**config.mk**
```make
export PLATFORM = sky130hd
export DESIGN_NAME = mux_bit_collector
export DESIGN_NICKNAME = d
export VERILOG_FILES = /design/src/rtl/mux_collector_pkg.sv /design/src/rtl/mux_bit_shifter.sv /design/src/rtl/mux_bit_collector.sv
export SDC_FILE = /design/constraint.sdc
export NUM_CORES = 1
export LEC_CHECK = 0
export ABC_CLOCK_PERIOD_IN_PS = 4100
export BUFFER_PORTS_ARGS = -buffer_cell sky130_fd_sc_hd__buf_2
export CORE_AREA = 2 2 47 49
export CTS_BUF_LIST = sky130_fd_sc_hd__clkbuf_4
export DETAILED_ROUTE_END_ITERATION = 16
export DIE_AREA = 0 0 49 51
export PLACE_DENSITY = 0.65
export SLEW_MARGIN = 10
export SYNTH_ARGS = -nofsm -noshare
export SYNTH_HDL_FRONTEND = slang
export SYNTH_HIERARCHICAL = 1
export SYNTH_SLANG_ARGS = --single-unit
```
**constraint.sdc**
```tcl
create_clock -name clk -period 4.1 [get_ports clk]
set_clock_uncertainty 0.15 [all_clocks]
set_input_delay 0.615 -clock clk [delete_from_list [all_inputs] [get_ports clk]]
set_output_delay 0.615 -clock clk [all_outputs]
set_load 0.01 [all_outputs]
```
**src/rtl/mux_collector_pkg.sv**
```systemverilog
// Shared widths, output slot state encoding and popcount helper for the
// mux bit collector.
package mux_collector_pkg;

   localparam int DATA_W = 8;
   localparam int CNT_W  = 3;
   localparam int ONES_W = $clog2(DATA_W + 1);

   typedef enum logic {
      EMPTY = 1'b0,
      FULL  = 1'b1
   } slotState_e;

   function automatic logic [ONES_W-1:0] countOnes(input logic [DATA_W-1:0] value);
      logic [ONES_W-1:0] total;
      total = '0;
      for (int i = 0; i < DATA_W; i++) begin
         total = total + ONES_W'(value[i]);
      end
      return total;
   endfunction

endpackage

```
**src/rtl/mux_bit_shifter.sv**
```systemverilog
// Serial-to-parallel front end: shifts accepted bits in MSB-first and flags
// the cycle on which the eighth bit of a byte arrives.
module mux_bit_shifter
   import mux_collector_pkg::*;
(
   input  logic              clk,
   input  logic              rst,
   input  logic              clear_i,
   input  logic              bit_i,
   input  logic              bitValid_i,
   output logic              byteDone_o,
   output logic [DATA_W-1:0] byteValue_o
);

   localparam logic [CNT_W-1:0] LAST_BIT = CNT_W'(DATA_W - 1);

   logic [DATA_W-1:0] shiftReg_q, shiftReg_d;
   logic [CNT_W-1:0]  bitCnt_q, bitCnt_d;

   // Clear outranks a coincident valid bit, so that bit is simply dropped.
   always_comb begin
      shiftReg_d = shiftReg_q;
      bitCnt_d   = bitCnt_q;
      if (clear_i) begin
         shiftReg_d = '0;
         bitCnt_d   = '0;
      end else if (bitValid_i) begin
         shiftReg_d = {shiftReg_q[DATA_W-2:0], bit_i};
         bitCnt_d   = bitCnt_q + CNT_W'(1);
      end
   end

   assign byteDone_o  = bitValid_i && !clear_i && (bitCnt_q == LAST_BIT);
   assign byteValue_o = {shiftReg_q[DATA_W-2:0], bit_i};

   always_ff @(posedge clk) begin
      if (rst) begin
         shiftReg_q <= '0;
         bitCnt_q   <= '0;
      end else begin
         shiftReg_q <= shiftReg_d;
         bitCnt_q   <= bitCnt_d;
      end
   end

endmodule

```
**src/rtl/mux_bit_collector.sv**
```systemverilog
// Collects and_mux result bits into bytes behind a one-entry output slot.
// Define MUX_BIT_COLLECTOR_ONES_COUNT_EN to add the registered ones_count output.
module mux_bit_collector
   import mux_collector_pkg::*;
(
   input  logic              clk,
   input  logic              rst,
   input  logic              e_in,
   input  logic              e_valid,
   input  logic              clear,
   output logic [DATA_W-1:0] out_data,
   output logic              out_valid,
   input  logic              out_ready,
   output logic              overflow
`ifdef MUX_BIT_COLLECTOR_ONES_COUNT_EN
   ,
   output logic [ONES_W-1:0] ones_count
`endif
);

   logic              byteDone;
   logic [DATA_W-1:0] byteValue;
   slotState_e        slot_q;
   logic [DATA_W-1:0] outData_q;
   logic              overflow_q;

   mux_bit_shifter uShifter (
      .clk         (clk),
      .rst         (rst),
      .clear_i     (clear),
      .bit_i       (e_in),
      .bitValid_i  (e_valid),
      .byteDone_o  (byteDone),
      .byteValue_o (byteValue)
   );

   // A byte finishing while the slot is held (FULL, not ready) is lost and
   // latches overflow until reset; a consume and a finish together reload.
   always_ff @(posedge clk) begin
      if (rst) begin
         slot_q     <= EMPTY;
         outData_q  <= '0;
         overflow_q <= 1'b0;
      end else begin
         case (slot_q)
            EMPTY: begin
               if (byteDone) begin
                  slot_q    <= FULL;
                  outData_q <= byteValue;
               end
            end
            FULL: begin
               if (byteDone && out_ready) begin
                  outData_q <= byteValue;
               end else if (byteDone) begin
                  overflow_q <= 1'b1;
               end else if (out_ready) begin
                  slot_q <= EMPTY;
               end
            end
            default: slot_q <= EMPTY;
         endcase
      end
   end

`ifdef MUX_BIT_COLLECTOR_ONES_COUNT_EN
   logic [ONES_W-1:0] onesCount_q;

   // Updated on exactly the edges that load outData_q so the two stay paired.
   always_ff @(posedge clk) begin
      if (rst) begin
         onesCount_q <= '0;
      end else if (byteDone && (slot_q == EMPTY || out_ready)) begin
         onesCount_q <= countOnes(byteValue);
      end
   end

   assign ones_count = onesCount_q;
`endif

   assign out_data  = outData_q;
   assign out_valid = (slot_q == FULL);
   assign overflow  = overflow_q;

endmodule

```
==> impl_metrics.py <==
metrics = {
    "clock_tree": {
        "clk_latency_ps": 290,
        "cts_buffer_depth": 2,
        "clk_pin_slew_ps": 110,
        "root_buffer": "clkbuf_4",
        "postCtsHoldBufs": 0,
        "cts_sinks": 20,
        "cts_setup_buffers": 0,
        "h-tree-depth": 1,
        "cts_tree": "built",
        "cts_resized": 0,
        "cts_inserted_buffers": 3,
    },
    "layout": {
        "syn_to_final_growth_pct": 13.8,
        "num_antenna_cells": 0,
        "finalNetCount": 102,
        "mostFrequentLayoutCells": "dfxtp_1 (20), mux2i_1 (17), nand2b_1 (16)",
        "drive_gt1_share_pct": 23.7,
        "layout_commonest_cell": "dfxtp_1",
        "final_util_pct": 46.5,
    },
    "grt": {
        "grt_pass1_wl_um": 1990,
        "grtUsageTotal_pct": 10.6,
        "grt_antenna_before_repair": 0,
        "grt-ovfl-total": 0,
        "gr-usage-met2_pct": 16.0,
        "grt_max_degree": 20,
        "grt_pass1_vias": 451,
        "busiest_layer": "met2",
        "use_met1_pct": 13.3,
        "met3_usage_pct": 3.51,
    },
    "routing": {
        "wirelength_um": 1180,
        "wl_per_cell_um": 9.71,
        "viasPerCell": 4.48,
        "antenna_left": 0,
        "drt-initial-drc-count": 3,
        "first_pass_iters": 4,
        "vias": 542,
        "drc": 0,
    },
    "setup_path": {
        "cp.arrival_ps": 1820,
        "cp_num_buf_inv": 1,
        "critical-path-top-delay-family": "simple AND/OR/NAND/NOR gates",
        "worstPathCellList": "buf_2 > and3b_2 > nor2b_2 > mux2i_1",
        "max_stage_delay_ps": 460,
        "cp-start-kind": "input pin",
        "worstSetupPathType": "input pin to flip-flop",
        "crit_slowest_cell": "nor2b_2",
        "worstSetupEndpointType": "flip-flop",
        "required_ps": 4180,
        "crit_fanout": 11,
    },
    "sta": {
        "tightest_slew_ps": 513,
        "fin_tns_setup_ps": 0,
        "relSlewSlack_pct": 65.6,
        "holdWs_ps": 327,
        "rsz0062_at_grt": "no",
        "max_freq_mhz": 574,
        "setup_violations": 0,
        "fin_crit_ps": 1740,
        "period_share_pct": 42.5,
        "hold_viol": 0,
        "report.final.slew_viol_count": 0,
    },
    "yosys": {
        "yosys.area.top_type_share_pct": 47.5,
        "syn_avg_cell_area_um2": 10.7,
        "synth_largest_area_cell": "dfxtp_1",
        "synth_seq_cells": 20,
        "synth_warnings": 6,
        "synth_nets": 87,
        "yosysSeqAreaShare_pct": 47.5,
        "syn_inst": 79,
        "synth_area_um2": 843,
        "synth_cell_types": 14,
        "synthTopCellsByArea": "dfxtp_1 (47%), mux2i_1 (20%), nand2b_1 (12%)",
    },
    "placed_design": {
        "io_buffers": 15,
        "globalplace.congestion": 0.663,
        "dp_hpwl_um": 871,
    },
    "floorplan": {
        "rows": 17,
        "start_util_pct": 40.9,
        "die_h_um": 51,
        "coreArea_mm2": 0.00206,
        "ioPinCount": 16,
        "chipWidth_um": 49,
        "dieArea_mm2": 0.00250,
    },
    "power_and_ir_drop": {
        "leakage_nw": 0.402,
        "ir_drop_mv": 0.257,
        "power_density_mw_per_mm2": 385,
    },
    "flow_run": {
        "max_cap_violations": 0,
    },
    "worst_hold_path": {
        "min_path_type": "flip-flop to flip-flop",
    },
    "outcome": {
        "status": "finished, final reports clean",
    },
}
per-layer routing:
metal  wire [um]  vias up
met3          36        2
met2         533        9
met5           0        -
met1         592      247
li1            -      284
met4          12        0
synth_stat cells, drive strengths merged:
master / number
dfxtp: 20
mux2i: 17
nand2b: 16
nor2: 13
buf: 5
ha: 2
nor2b: 2
a21oi: 1
and3b: 1
or2: 1
xnor2: 1
tightest hold or removal path, delay by kind of cell, from the launching register on:
| kind | cells | cell delay, ps |
|---|---|---|
| flip-flops | 1 | 330 |
| multiplexers | 1 | 50 |
| AND/OR/NAND/NOR | 1 | 60 |
cells by family after synthesis:
kind of cell	after synthesis	share of synthesized area [%]
adder cells (fa/ha/maj)	2	2.97
AO/OA/AOI/OAI	1	0.593
multiplexers	17	20.2
buffers and inverters	5	5.49
AND/OR/NAND/NOR	33	22.3
flip-flops	20	47.5
XOR/XNOR	1	1.04
sequential cells by signal (all words and copies together) (netlist names):
name                 cells
out_data                 8
uShifter/shiftReg_q      7
uShifter/bitCnt_q        3
out_valid                1
overflow                 1
report_power, final:
group          internal (W)  switching, W   total, W
clock             0.0000987     0.0000598   0.000158
combinational    0.00000757    0.00000758  0.0000152
sequential         0.000195   0.000000798   0.000196
cell type report:
cell class | count | area [um2]
fill | 211 | 1100
sequential | 20 | 400
multi-input combinational | 54 | 397
timing repair buffer | 15 | 75.1
tap | 28 | 35.0
clock inverter | 1 | 30.0
clock buffer | 3 | 22.5
final timing paths:
kind / startpoint / end / slack (ps) / depth (start not counted)
hold / removal: out_data[4]$_SDFFE_PP0P_ / out_data[4]$_SDFFE_PP0P_ / 330 / 2
setup / recovery: e_valid / out_data[0]$_SDFFE_PP0P_ / 2360 / 4
setup reg to reg: uShifter/bitCnt_q[0]$_SDFFE_PP0P_ / out_data[0]$_SDFFE_PP0P_ / 2360 / 5
hold reg to reg: out_data[4]$_SDFFE_PP0P_ / out_data[4]$_SDFFE_PP0P_ / 330 / 2
per-stage QoR:
stage | setup WS, ps | area (um2) | total power, W | instances
finish | 2360 | 960 | 0.000370 | 121
global route | 2240 | 960 | 0.000386 | 121
CTS | 2330 | 960 | 0.000377 | 121
detailed placement | 2020 | 907 | 0.000216 | 117
global placement | 2030 | 907 | 0.000216 | 117
floorplan | 2490 | 843 | 0.000214 | 79
No activity file was read; power rests on OpenSTA's default activity.
